**src/rtl/rv32_mod_bus_arbiter_if.sv**
```systemverilog
// Core-side fetch/load-store ports and the shared memory port of the bus arbiter.
// The arbiter takes the slave view; whatever drives requests and models memory takes master.
interface rv32_mod_bus_arbiter_if;
    logic        instr_req;
    logic [31:0] instr_addr;
    logic        instr_ack;
    logic        instr_err;
    logic [31:0] instr_data_o;

    logic        data_req;
    logic        data_wr;
    logic [3:0]  data_be;
    logic [31:0] data_addr;
    logic [31:0] data_data_i;
    logic        data_ack;
    logic        data_err;
    logic [31:0] data_data_o;

    logic        mem_req;
    logic        mem_wr;
    logic [3:0]  mem_be;
    logic [31:0] mem_addr;
    logic [31:0] mem_data_o;
    logic        mem_ack;
    logic        mem_err;
    logic [31:0] mem_data_i;

    modport slave (
        input  instr_req, instr_addr,
        output instr_ack, instr_err, instr_data_o,
        input  data_req, data_wr, data_be, data_addr, data_data_i,
        output data_ack, data_err, data_data_o,
        output mem_req, mem_wr, mem_be, mem_addr, mem_data_o,
        input  mem_ack, mem_err, mem_data_i
    );

    modport master (
        output instr_req, instr_addr,
        input  instr_ack, instr_err, instr_data_o,
        output data_req, data_wr, data_be, data_addr, data_data_i,
        input  data_ack, data_err, data_data_o,
        input  mem_req, mem_wr, mem_be, mem_addr, mem_data_o,
        output mem_ack, mem_err, mem_data_i
    );
endinterface

```
**src/rtl/rv32_mod_bus_arbiter.sv**
```systemverilog
// Shares one single-ported memory bus between instruction fetch and load/store,
// one transfer at a time, with an optional no-response timeout abort.
module rv32_mod_bus_arbiter #(
    parameter bit          DATA_FIRST = 1'b1,
    parameter bit          FAIR       = 1'b1,
    parameter int unsigned TIMEOUT    = 16
) (
    input logic                    clk,
    input logic                    reset,
    rv32_mod_bus_arbiter_if.slave  bus
);

    localparam int unsigned CntW = (TIMEOUT > 0) ? $clog2(TIMEOUT + 1) : 1;
    localparam logic [CntW-1:0] CntMax  = '1;
    localparam logic [CntW-1:0] TmoLast = CntW'((TIMEOUT > 0) ? TIMEOUT - 1 : 0);

    typedef enum logic [1:0] {StIdle, StBusyI, StBusyD} state_e;

    state_e          state_q, state_d;
    logic            last_data_q, last_data_d;
    logic [CntW-1:0] cnt_q, cnt_d;
    logic            wr_q, wr_d;
    logic [3:0]      be_q, be_d;
    logic [31:0]     addr_q, addr_d;
    logic [31:0]     wdata_q, wdata_d;

    logic            pick_data;
    logic            resp;
    logic            tmo_hit;
    logic            xfer_ack;
    logic            xfer_err;
    logic            instr_ack, instr_err, data_ack, data_err;
    logic [31:0]     instr_rdata, data_rdata;

    always_ff @(posedge clk) begin
        if (reset) begin
            state_q     <= StIdle;
            last_data_q <= 1'b0;
            cnt_q       <= '0;
            wr_q        <= 1'b0;
            be_q        <= 4'h0;
            addr_q      <= 32'h0;
            wdata_q     <= 32'h0;
        end else begin
            state_q     <= state_d;
            last_data_q <= last_data_d;
            cnt_q       <= cnt_d;
            wr_q        <= wr_d;
            be_q        <= be_d;
            addr_q      <= addr_d;
            wdata_q     <= wdata_d;
        end
    end

    // On a tie, fair mode hands the bus to whichever port did not have it last.
    assign pick_data = bus.data_req &&
                       (!bus.instr_req || (FAIR ? !last_data_q : DATA_FIRST));

    assign resp     = bus.mem_ack | bus.mem_err;
    assign tmo_hit  = (TIMEOUT != 0) && (cnt_q == TmoLast) && !resp;
    assign xfer_err = bus.mem_err | tmo_hit;
    assign xfer_ack = bus.mem_ack & ~bus.mem_err;

    always_comb begin
        state_d     = state_q;
        last_data_d = last_data_q;
        cnt_d       = cnt_q;
        wr_d        = wr_q;
        be_d        = be_q;
        addr_d      = addr_q;
        wdata_d     = wdata_q;
        instr_ack   = 1'b0;
        instr_err   = 1'b0;
        instr_rdata = 32'h0;
        data_ack    = 1'b0;
        data_err    = 1'b0;
        data_rdata  = 32'h0;

        case (state_q)
            StIdle: begin
                if (pick_data) begin
                    state_d     = StBusyD;
                    last_data_d = 1'b1;
                    cnt_d       = '0;
                    wr_d        = bus.data_wr;
                    be_d        = bus.data_be;
                    addr_d      = bus.data_addr;
                    wdata_d     = bus.data_data_i;
                end else if (bus.instr_req) begin
                    state_d     = StBusyI;
                    last_data_d = 1'b0;
                    cnt_d       = '0;
                    wr_d        = 1'b0;
                    be_d        = 4'hF;
                    addr_d      = bus.instr_addr;
                    wdata_d     = 32'h0;
                end
            end
            StBusyI, StBusyD: begin
                if (state_q == StBusyI) begin
                    instr_ack   = xfer_ack;
                    instr_err   = xfer_err;
                    instr_rdata = xfer_ack ? bus.mem_data_i : 32'h0;
                end else begin
                    data_ack    = xfer_ack;
                    data_err    = xfer_err;
                    data_rdata  = xfer_ack ? bus.mem_data_i : 32'h0;
                end
                if (resp || tmo_hit) begin
                    state_d = StIdle;
                end else if (cnt_q != CntMax) begin
                    cnt_d = cnt_q + 1'b1;
                end
            end
            default: state_d = StIdle;
        endcase
    end

    assign bus.mem_req      = (state_q != StIdle);
    assign bus.mem_wr       = wr_q;
    assign bus.mem_be       = be_q;
    assign bus.mem_addr     = addr_q;
    assign bus.mem_data_o   = wdata_q;
    assign bus.instr_ack    = instr_ack;
    assign bus.instr_err    = instr_err;
    assign bus.instr_data_o = instr_rdata;
    assign bus.data_ack     = data_ack;
    assign bus.data_err     = data_err;
    assign bus.data_data_o  = data_rdata;

endmodule

```
**src/flat_wrapper.sv**
```systemverilog
// flat-port wrapper written by rule: the top's interface ports become plain ports
module rv32_mod_bus_arbiter_flat 
#(
    parameter bit          DATA_FIRST = 1'b1,
    parameter bit          FAIR       = 1'b1,
    parameter int unsigned TIMEOUT    = 16
)
  (clk, reset, bus_instr_req, bus_instr_addr, bus_instr_ack, bus_instr_err, bus_instr_data_o, bus_data_req, bus_data_wr, bus_data_be, bus_data_addr, bus_data_data_i, bus_data_ack, bus_data_err, bus_data_data_o, bus_mem_req, bus_mem_wr, bus_mem_be, bus_mem_addr, bus_mem_data_o, bus_mem_ack, bus_mem_err, bus_mem_data_i);
  rv32_mod_bus_arbiter_if bus_i ();
  input logic clk;
  input logic reset;
  input wire logic [$bits(bus_i.instr_req)-1:0] bus_instr_req;
  input wire logic [$bits(bus_i.instr_addr)-1:0] bus_instr_addr;
  output wire logic [$bits(bus_i.instr_ack)-1:0] bus_instr_ack;
  output wire logic [$bits(bus_i.instr_err)-1:0] bus_instr_err;
  output wire logic [$bits(bus_i.instr_data_o)-1:0] bus_instr_data_o;
  input wire logic [$bits(bus_i.data_req)-1:0] bus_data_req;
  input wire logic [$bits(bus_i.data_wr)-1:0] bus_data_wr;
  input wire logic [$bits(bus_i.data_be)-1:0] bus_data_be;
  input wire logic [$bits(bus_i.data_addr)-1:0] bus_data_addr;
  input wire logic [$bits(bus_i.data_data_i)-1:0] bus_data_data_i;
  output wire logic [$bits(bus_i.data_ack)-1:0] bus_data_ack;
  output wire logic [$bits(bus_i.data_err)-1:0] bus_data_err;
  output wire logic [$bits(bus_i.data_data_o)-1:0] bus_data_data_o;
  output wire logic [$bits(bus_i.mem_req)-1:0] bus_mem_req;
  output wire logic [$bits(bus_i.mem_wr)-1:0] bus_mem_wr;
  output wire logic [$bits(bus_i.mem_be)-1:0] bus_mem_be;
  output wire logic [$bits(bus_i.mem_addr)-1:0] bus_mem_addr;
  output wire logic [$bits(bus_i.mem_data_o)-1:0] bus_mem_data_o;
  input wire logic [$bits(bus_i.mem_ack)-1:0] bus_mem_ack;
  input wire logic [$bits(bus_i.mem_err)-1:0] bus_mem_err;
  input wire logic [$bits(bus_i.mem_data_i)-1:0] bus_mem_data_i;
  assign bus_i.instr_req = bus_instr_req;
  assign bus_i.instr_addr = bus_instr_addr;
  assign bus_instr_ack = bus_i.instr_ack;
  assign bus_instr_err = bus_i.instr_err;
  assign bus_instr_data_o = bus_i.instr_data_o;
  assign bus_i.data_req = bus_data_req;
  assign bus_i.data_wr = bus_data_wr;
  assign bus_i.data_be = bus_data_be;
  assign bus_i.data_addr = bus_data_addr;
  assign bus_i.data_data_i = bus_data_data_i;
  assign bus_data_ack = bus_i.data_ack;
  assign bus_data_err = bus_i.data_err;
  assign bus_data_data_o = bus_i.data_data_o;
  assign bus_mem_req = bus_i.mem_req;
  assign bus_mem_wr = bus_i.mem_wr;
  assign bus_mem_be = bus_i.mem_be;
  assign bus_mem_addr = bus_i.mem_addr;
  assign bus_mem_data_o = bus_i.mem_data_o;
  assign bus_i.mem_ack = bus_mem_ack;
  assign bus_i.mem_err = bus_mem_err;
  assign bus_i.mem_data_i = bus_mem_data_i;
  rv32_mod_bus_arbiter #(.DATA_FIRST(DATA_FIRST), .FAIR(FAIR), .TIMEOUT(TIMEOUT)) u_core (.clk(clk), .reset(reset), .bus(bus_i));
endmodule
```
**config.mk**
```make
export PLATFORM = sky130hd
export DESIGN_NAME = rv32_mod_bus_arbiter_flat
export DESIGN_NICKNAME = d
export VERILOG_FILES = /design/src/rtl/rv32_mod_bus_arbiter_if.sv /design/src/rtl/rv32_mod_bus_arbiter.sv /design/src/flat_wrapper.sv
export SDC_FILE = /design/constraint.sdc
export NUM_CORES = 1
export LEC_CHECK = 0
export CAP_MARGIN = 20
export CORE_AREA = 2 2 106 108
export CTS_CLUSTER_SIZE = 10
export DETAILED_ROUTE_END_ITERATION = 7
export DIE_AREA = 0 0 108 110
export PLACE_DENSITY = 0.89
export SLEW_MARGIN = 10
export SYNTH_ARGS = -nofsm -noshare
export SYNTH_HDL_FRONTEND = slang
export SYNTH_SLANG_ARGS = --single-unit
```
**constraint.sdc**
```tcl
create_clock -name clk -period 5.34 [get_ports clk]
set_input_delay 0.801 -clock clk [delete_from_list [all_inputs] [get_ports clk]]
set_output_delay 0.801 -clock clk [all_outputs]
set_load 0.01 [all_outputs]
```
==> impl_metrics.yaml, run 1 <==
outcome:
  status: "finished clean"
cells_and_area:
  final_cell_count_no_fill: 814
  final_nets: 813
  mostFrequentLayoutCells: "clkdlybuf4s50_1, nor2_1, dfxtp_1"
  area_growth_pct: 86.1
  register_area_um2: 1540
  fin_util: 0.624
  fill_cells: 901
  drive_gt1_frac: 0.0475
  multiInputGateArea_um2: 1900
  layout_commonest_cell: "clkdlybuf4s50_1"
critical_path:
  worstPathMaxFanout: 38
  slowest_delay_ns: 0.84
  crit_family: "buffers and inverters"
  worstSetupEndpointType: "output pin"
  arrival_ns: 3.39
  crit_required_ns: 4.54
  crit_type: "flip-flop to output pin"
  crit_chain: "inv_1, ha_1, inv_1, nor4_4, buf_6, and2_1, clkdlybuf4s50_1"
  path_buf_inv: 4
  cp-start-kind: "flip-flop"
  path_common_cell: "inv_1"
  slowest_stage: "ha_1"
power:
  p_per_area_nw_per_um2: 242
  vdd_drop_max_mv: 0.157
  p_total_w: 0.00161
  p_leak_nw: 2.70
floorplan:
  core_region_area_um2: 10700
  die_h_um: 110
  initial_core_util: 0.335
  chipWidth_um: 108
  die_area_um2: 11900
  pin_count: 277
  rows: 38
timing:
  setup_ws_ns: 1.15
  finalMaxSlewViolations: 0
  worst_pin_slew_ns: 0.845
  rsz0062_at_grt: "no"
  clock-skew-final_ns: 0.0146
  fin_tns_setup_ns: 0
  finalSetupViolations: 0
  hold_viol_final: 0
  finalCritPeriodShare: 0.784
  max_freq_mhz: 239
  relSlewSlack: 0.437
  layout_min_cycle_time_ns: 4.19
route:
  avgViaCountPerCell: 5.00
  ant_nets: 0
  routed_wirelength_um: 13200
  drc_errors: 0
  routedWlPerCell_um: 16.2
  dr.pass1.iters: 4
  vias: 4069
  drt_iter0_drc: 189
yosys:
  seq_area_frac_synth: 0.430
  yosysWarnings: 0
  synth-edff-count: 0
  syn_inst: 412
  syn_area_um2: 3590
  synth_top_flop_cell: "dfxtp_1"
  synth_area_per_cell_um2: 8.71
  synth_seq_cells: 77
  synthArstFlopShare: 0
  synth.net_count: 557
  synth_cell_types: 31
clock_tree:
  cts_made_buffers: 9
  clkTransAtPathRegs_ns: 0.07
  htree_levels: 3
  cts_root_buf: "clkbuf_8"
  insertion_delay_ns: 0.34
  numClockSinks: 77
  cts_setup_buffers: 0
  cts.repair.resized: 0
  cts_tree: "built"
  cts_hold_buf: 0
  cts_buffer_depth: 2
global_route:
  use_met2: 0.415
  busiest_layer: "met2"
  antenna_found_initial: 1
  grtUsageMet1: 0.198
  grt_pass1_wl_um: 19500
  grt.overflow.total: 0
  first_global_vias: 4027
  met3_usage: 0.0588
  gr-usage-all-layers: 0.209
  grt_max_degree: 80
min_path:
  min_path_type: "flip-flop to flip-flop"
flow_run:
  maxCapViolCount: 0
placement:
  port_buffers: 276
  gp_congestion: 0.787
  dpl.hpwl_um: 10300
  dpl_worst_slack_ns: 1.24
  dp_cells: 795
[stage by stage]
stage	area [um2]	hold WS, ns
6_report	6680	0.492
5_1_grt	6680	0.518
4_1_cts	6650	0.495
3_5_place_dp	6440	0.483
3_3_place_gp	6440	0.466
2_1_floorplan	3590	0.437
[Yosys cell counts, drive strengths merged (3+ instances only)]
cell,number,share of area
clkbuf,27,0.028
a21oi,9,0.013
a211oi,32,0.067
nor3,6,0.0084
o21ai,3,0.0042
nand2,5,0.0052
or4,3,0.0063
dfxtp,77,0.43
and2,34,0.059
buf,11,0.015
and3,33,0.058
inv,7,0.0073
mux2i,32,0.089
a22oi,35,0.073
nor2,78,0.082
ha,6,0.021
[where the power goes]
| part | total, W | switching (W) | internal [W] |
|---|---|---|---|
| Clock | 0.000457 | 0.000214 | 0.000242 |
| Combinational | 0.000495 | 0.000222 | 0.000272 |
| Sequential | 0.000663 | 0.0000322 | 0.000631 |
[final cells by class]
type                            instances  area share
Timing Repair Buffer                  283       0.423
Multi-Input combinational cell        290       0.285
Sequential cell                        77       0.231
Tap cell                              140      0.0262
Clock buffer                           11      0.0227
Clock inverter                          5     0.00862
Inverter                                7     0.00394
Antenna cell                            1    0.000375
[path summary, 6_finish.rpt]
kind	to	cells after the start	start	slack [ns]
worst max-delay path	bus_data_data_o[3]	7	u_core.state_q[0]$_SDFFE_PP0P_	1.15
worst min-delay path	u_core.cnt_q[1]$_SDFFE_PP0P_	2	u_core.cnt_q[1]$_SDFFE_PP0P_	0.49
worst max register to register	u_core.cnt_q[2]$_SDFFE_PP0P_	5	u_core.state_q[0]$_SDFFE_PP0P_	2.91
worst min register to register	u_core.cnt_q[1]$_SDFFE_PP0P_	2	u_core.cnt_q[1]$_SDFFE_PP0P_	0.49
[state kept, by name, indices dropped and copies added, names as in the netlist]
register and flops:
u_core.bus.mem_addr 32, u_core.bus.mem_data_o 32, u_core.cnt_q 5, u_core.bus.mem_be 4, u_core.state_q 2, u_core.bus.mem_wr 1, u_core.last_data_q 1
[logic make-up (layout without fill, tap and decap cells)]
logic type | count (synthesis) | count (layout) | share of synthesized area
AOI/OAI and AO/OA | 85 | 85 | 0.171
adders and majority gates | 6 | 6 | 0.0209
buffers and inverters | 45 | 306 | 0.0509
DFF | 77 | 77 | 0.430
muxes | 32 | 32 | 0.0893
other | 0 | 1 | 0
and+or+nand+nor | 167 | 167 | 0.239
[metal layers]
metal / wire [um] / vias to the layer above
li1: - / 1970
met1: 4450 / 1856
met2: 7100 / 216
met3: 1230 / 27
met4: 385 / 0
met5: 0 / -
[worst min-delay path: stages (launching register included)]
cell      delay (ns)
dfxtp_1         0.32
nand2b_1        0.07
a21oi_1         0.06
No activity file was read; power rests on OpenSTA's default activity.
==> run 2, diff against run 1 <==
--- a/config.mk
+++ b/config.mk
@@ -6,11 +6,10 @@
 export NUM_CORES = 1
 export LEC_CHECK = 0
 export CAP_MARGIN = 20
-export CORE_AREA = 2 2 106 108
+export CORE_UTILIZATION = 31
 export CTS_CLUSTER_SIZE = 10
 export DETAILED_ROUTE_END_ITERATION = 7
-export DIE_AREA = 0 0 108 110
-export PLACE_DENSITY = 0.89
+export PLACE_DENSITY = 0.86
 export SLEW_MARGIN = 10
 export SYNTH_ARGS = -nofsm -noshare
 export SYNTH_HDL_FRONTEND = slang
==> constraint.sdc (replaced) <==
create_clock -name clk -period 3.4 [get_ports clk]
set_input_delay 0.51 -clock clk [delete_from_list [all_inputs] [get_ports clk]]
set_output_delay 0.51 -clock clk [all_outputs]
set_load 0.01 [all_outputs]
==> impl_metrics.yaml, run 2 (synthesis results as in run 1) <==
critical_path:
  arrival_ns: 2.46
  crit_family: "buffers and inverters"
  worstPathMaxFanout: 33
  crit_required_ns: 2.89
  crit_chain: "clkdlybuf4s50_1, inv_1, nor4_4, buf_4, and2_1, clkdlybuf4s50_1"
  worstSetupEndpointType: "output pin"
  slowest_delay_ns: 0.56
  crit_type: "input pin to output pin"
  cp-start-kind: "input pin"
  path_common_cell: "clkdlybuf4s50_1"
  path_buf_inv: 4
  slowest_stage: "clkdlybuf4s50_1"
route:
  avgViaCountPerCell: 4.90
  vias: 3985
  routedWlPerCell_um: 15.4
  drt_iter0_drc: 207
  dr.pass1.iters: 4
  ant_nets: 0
  routed_wirelength_um: 12500
  drc_errors: 0
floorplan:
  initial_core_util: 0.324
  die_area_um2: 12000
  pin_count: 277
  rows: 38
  die_h_um: 110
  chipWidth_um: 110
  core_region_area_um2: 11100
timing:
  finalSetupViolations: 0
  layout_min_cycle_time_ns: 2.97
  rsz0062_at_grt: "no"
  clock-skew-final_ns: 0.00584
  fin_tns_setup_ns: 0
  finalMaxSlewViolations: 0
  relSlewSlack: 0.429
  finalCritPeriodShare: 0.875
  max_freq_mhz: 336
  hold_viol_final: 0
  worst_pin_slew_ns: 0.856
power:
  p_leak_nw: 2.73
  power_frac_seq: 0.387
  vdd_drop_max_mv: 0.224
  p_total_w: 0.00269
  clkPwrFrac: 0.326
  swShare: 0.276
  comb_power_share: 0.287
  p_int_w: 0.00195
  p_per_area_nw_per_um2: 399
  p_sw_w: 0.000742
global_route:
  grt_pass1_wl_um: 18800
  antenna_found_initial: 0
  first_global_vias: 3853
  gr-usage-all-layers: 0.206
  grt_max_degree: 69
  grt.overflow.total: 0
cells_and_area:
  antennaDiodeCount: 0
  layout_commonest_cell: "clkdlybuf4s50_1"
  fill_cells: 896
  mostFrequentLayoutCells: "clkdlybuf4s50_1, nor2_1, dfxtp_1"
  final_cell_count_no_fill: 814
  final_nets: 814
  area_growth_pct: 87.8
  drive_gt1_frac: 0.0475
clock_tree:
  insertion_delay_ns: 0.32
  cts_root_buf: "clkbuf_16"
  cts_setup_buffers: 0
  cts_hold_buf: 0
  clkTransAtPathRegs_ns: 0.05
  cts_made_buffers: 9
  cts.repair.resized: 0
  cts_buffer_depth: 2
  htree_levels: 3
  numClockSinks: 77
  cts_tree: "built"
min_path:
  min_path_type: "flip-flop to flip-flop"
outcome:
  status: "finished clean"
placement:
  dp_cells: 798
  dpl.hpwl_um: 10000
  port_buffers: 276
  gp_congestion: 0.729
flow_run:
  maxCapViolCount: 0
==> run 2: power by group through the flow <==
stage,sequential (W),clock (W),combinational (W)
after CTS,0.00104,0.000899,0.000779
after global routing,0.00105,0.000941,0.000837
after detailed placement,0.00106,0,0.000776
final,0.00104,0.000878,0.000772
after global placement,0.00105,0,0.000758
after floorplan,0.00109,0,0.000293
==> run 2: area by class of cell <==
| cell class | instances | area (um2) | area share |
|---|---|---|---|
| Tap cell | 140 | 175 | 0.0260 |
| Multi-Input combinational cell | 290 | 1900 | 0.282 |
| Timing Repair Buffer | 284 | 2820 | 0.418 |
| Clock inverter | 4 | 22.5 | 0.00334 |
| Sequential cell | 77 | 1540 | 0.229 |
| Clock buffer | 12 | 256 | 0.0381 |
| Inverter | 7 | 26.3 | 0.00390 |
==> run 2: worst min-delay path, stage by stage (launching register included) <==
cell     delay [ns]
dfxtp_1        0.33
nand2_1        0.06
a21oi_1        0.05
==> run 2: layer usage <==
layer | track usage | share of wire | vias to the layer above
li1 | - | - | 1974
met1 | 0.195 | 0.34 | 1809
met2 | 0.404 | 0.54 | 179
met3 | 0.0545 | 0.084 | 23
met4 | 0.101 | 0.028 | 0
met5 | 0 | 0 | -
==> run 2: final timing paths <==
path	from	to	slack, ns	depth (start not counted)
setup / recovery	bus_mem_ack	bus_data_data_o[7]	0.43	6
hold / removal	u_core.last_data_q$_SDFFE_PP0P_	u_core.last_data_q$_SDFFE_PP0P_	0.49	2
setup reg to reg	u_core.cnt_q[0]$_SDFFE_PP0P_	u_core.cnt_q[0]$_SDFFE_PP0P_	1.11	7
hold reg to reg	u_core.last_data_q$_SDFFE_PP0P_	u_core.last_data_q$_SDFFE_PP0P_	0.49	2
==> run 2: through the flow <==
step | worst slack, ns | util | area (um2) | hold slack, ns
2_1_floorplan | 1.36 | - | 3590 | 0.437
3_3_place_gp | 0.507 | 0.583 | 6460 | 0.464
3_5_place_dp | 0.406 | 0.583 | 6460 | 0.484
4_1_cts | 0.400 | 0.608 | 6740 | 0.493
5_1_grt | 0.290 | 0.608 | 6740 | 0.514
6_report | 0.426 | 0.608 | 6740 | 0.489
==> run 3, diff against run 2 <==
--- a/config.mk
+++ b/config.mk
@@ -10,6 +10,7 @@
 export CTS_CLUSTER_SIZE = 10
 export DETAILED_ROUTE_END_ITERATION = 7
 export PLACE_DENSITY = 0.86
+export SETUP_SLACK_MARGIN = 0.5
 export SLEW_MARGIN = 10
 export SYNTH_ARGS = -nofsm -noshare
 export SYNTH_HDL_FRONTEND = slang
==> impl_metrics.yaml, run 3 (synthesis results as in run 1) <==
cells_and_area:
  area_growth_pct: 91.9
  layout_commonest_cell: "clkdlybuf4s50_1"
  antennaDiodeCount: 0
  mostFrequentLayoutCells: "clkdlybuf4s50_1, nor2_1, dfxtp_1"
  drive_gt1_frac: 0.0618
  final_nets: 820
route:
  routedWlPerCell_um: 16.2
  drt_iter0_drc: 214
  avgViaCountPerCell: 4.96
  ant_nets: 0
  vias: 4071
  dr.pass1.iters: 4
  drc_errors: 0
  routed_wirelength_um: 13200
power:
  comb_power_share: 0.290
  p_leak_nw: 3.37
  swShare: 0.277
  p_sw_w: 0.000750
  clkPwrFrac: 0.324
  power_frac_seq: 0.386
  p_int_w: 0.00195
  p_per_area_nw_per_um2: 392
  vdd_drop_max_mv: 0.224
timing:
  relSlewSlack: 0.428
  rsz0062_at_grt: "no"
  fin_tns_setup_ns: 0
  setup_ws_ns: 0.606
  hold_viol_final: 0
  max_freq_mhz: 358
  worst_pin_slew_ns: 0.859
  finalMaxSlewViolations: 0
  finalCritPeriodShare: 0.822
  clock-skew-final_ns: 0.00641
  finalSetupViolations: 0
  layout_min_cycle_time_ns: 2.79
critical_path:
  crit_required_ns: 2.89
  cp-start-kind: "flip-flop"
  path_buf_inv: 3
  slowest_stage: "clkdlybuf4s50_1"
  arrival_ns: 2.28
  slowest_delay_ns: 0.54
  crit_type: "flip-flop to output pin"
  crit_cells: 6
  worstPathMaxFanout: 16
  crit_chain: "inv_1, ha_1, nor3b_4, clkbuf_4, and3_1, clkdlybuf4s50_1"
  worstSetupEndpointType: "output pin"
  worstRegToRegCells: 7
  crit_family: "buffers and inverters"
global_route:
  grt_pass1_wl_um: 19200
  first_global_vias: 3928
  grt.overflow.total: 0
  gr-usage-all-layers: 0.211
  grt_max_degree: 69
  antenna_found_initial: 0
clock_tree:
  insertion_delay_ns: 0.32
  cts_root_buf: "clkbuf_16"
  cts_tree: "built"
  cts_made_buffers: 9
  cts_hold_buf: 0
  clkTransAtPathRegs_ns: 0.05
  cts_buffer_depth: 2
  htree_levels: 3
  numClockSinks: 77
placement:
  dpl_worst_slack_ns: 0.406
  dpl.hpwl_um: 10000
  port_buffers: 276
  gp_congestion: 0.729
min_path:
  hold_depth: 2
  min_path_type: "flip-flop to flip-flop"
outcome:
  status: "finished clean"
floorplan:
  rows: 38
  chipWidth_um: 110
  pin_count: 277
  die_h_um: 110
  die_area_um2: 12000
  initial_core_util: 0.324
  core_region_area_um2: 11100
flow_run:
  maxCapViolCount: 0
-- run 3: cell types whose count changed in the layout (fill, tap and decap cells not counted) --
cell and change:
nor3b_4 +1, inv_2 +2, dlymetal6s2s_1 +34, nor3b_2 -1, buf_2 +1, dfxtp_1 -2, buf_6 +3, clkdlybuf4s50_1 -34
buf_4 +1, inv_1 -2, dfxtp_2 +2, clkbuf_4 +1
-- run 3: layout make-up --
cell class              instances  area, um2
clock inverters                 4       22.5
repair buffers                290       2960
clock buffers                  12        256
inverters                       7       26.3
fillers                       859       4190
multi-input cells             290       1910
flip-flops and latches         77       1540
well taps                     140        175
-- run 3: power by group through the flow --
stage | logic [W] | registers, W | clock network (W)
2_1_floorplan | 0.000293 | 0.00109 | 0
3_3_place_gp | 0.000758 | 0.00105 | 0
3_5_place_dp | 0.000776 | 0.00106 | 0
4_1_cts | 0.000787 | 0.00104 | 0.000899
5_1_grt | 0.000845 | 0.00105 | 0.000941
6_report | 0.000783 | 0.00104 | 0.000877
-- run 3: worst paths after layout --
path                                   start                         endpoint  slack (ns)
max           u_core.state_q[1]$_SDFFE_PP0P_             bus_instr_data_o[29]        0.61
min          u_core.last_data_q$_SDFFE_PP0P_  u_core.last_data_q$_SDFFE_PP0P_        0.49
max reg2reg     u_core.cnt_q[0]$_SDFFE_PP0P_     u_core.cnt_q[0]$_SDFFE_PP0P_        1.10
min reg2reg  u_core.last_data_q$_SDFFE_PP0P_  u_core.last_data_q$_SDFFE_PP0P_        0.49
-- run 3: routing by layer --
metal / global-route usage / up-vias / wire [um]
li1: - / 1988 / -
met1: 0.196 / 1877 / 4480
met2: 0.417 / 181 / 7230
met3: 0.0545 / 25 / 1130
met4: 0.110 / 0 / 410
met5: 0 / - / 0
-- run 3: tightest hold or removal path: stages (launching register included) --
cell and delay, ns:
dfxtp_1 0.33, nand2_1 0.06, a21oi_1 0.05
-- run 3: timing repair --
item | 4_1_cts | 5_1_grt
setup endpoints to repair | 35 | 64
gates cloned | 3 | 1
gates resized for setup | 7 | 38
buffers inserted | 1 | 1
pin swaps | 1 | 0
-- run 3: through the flow --
stage	cells	instance area [um2]	utilization	hold WS, ns	power (W)
6_report	820	6890	0.622	0.489	0.00270
5_1_grt	820	6890	0.622	0.514	0.00284
4_1_cts	818	6780	0.612	0.493	0.00273
3_5_place_dp	798	6460	0.583	0.484	0.00184
3_3_place_gp	798	6460	0.583	0.464	0.00181
2_1_floorplan	412	3590	-	0.437	0.00139
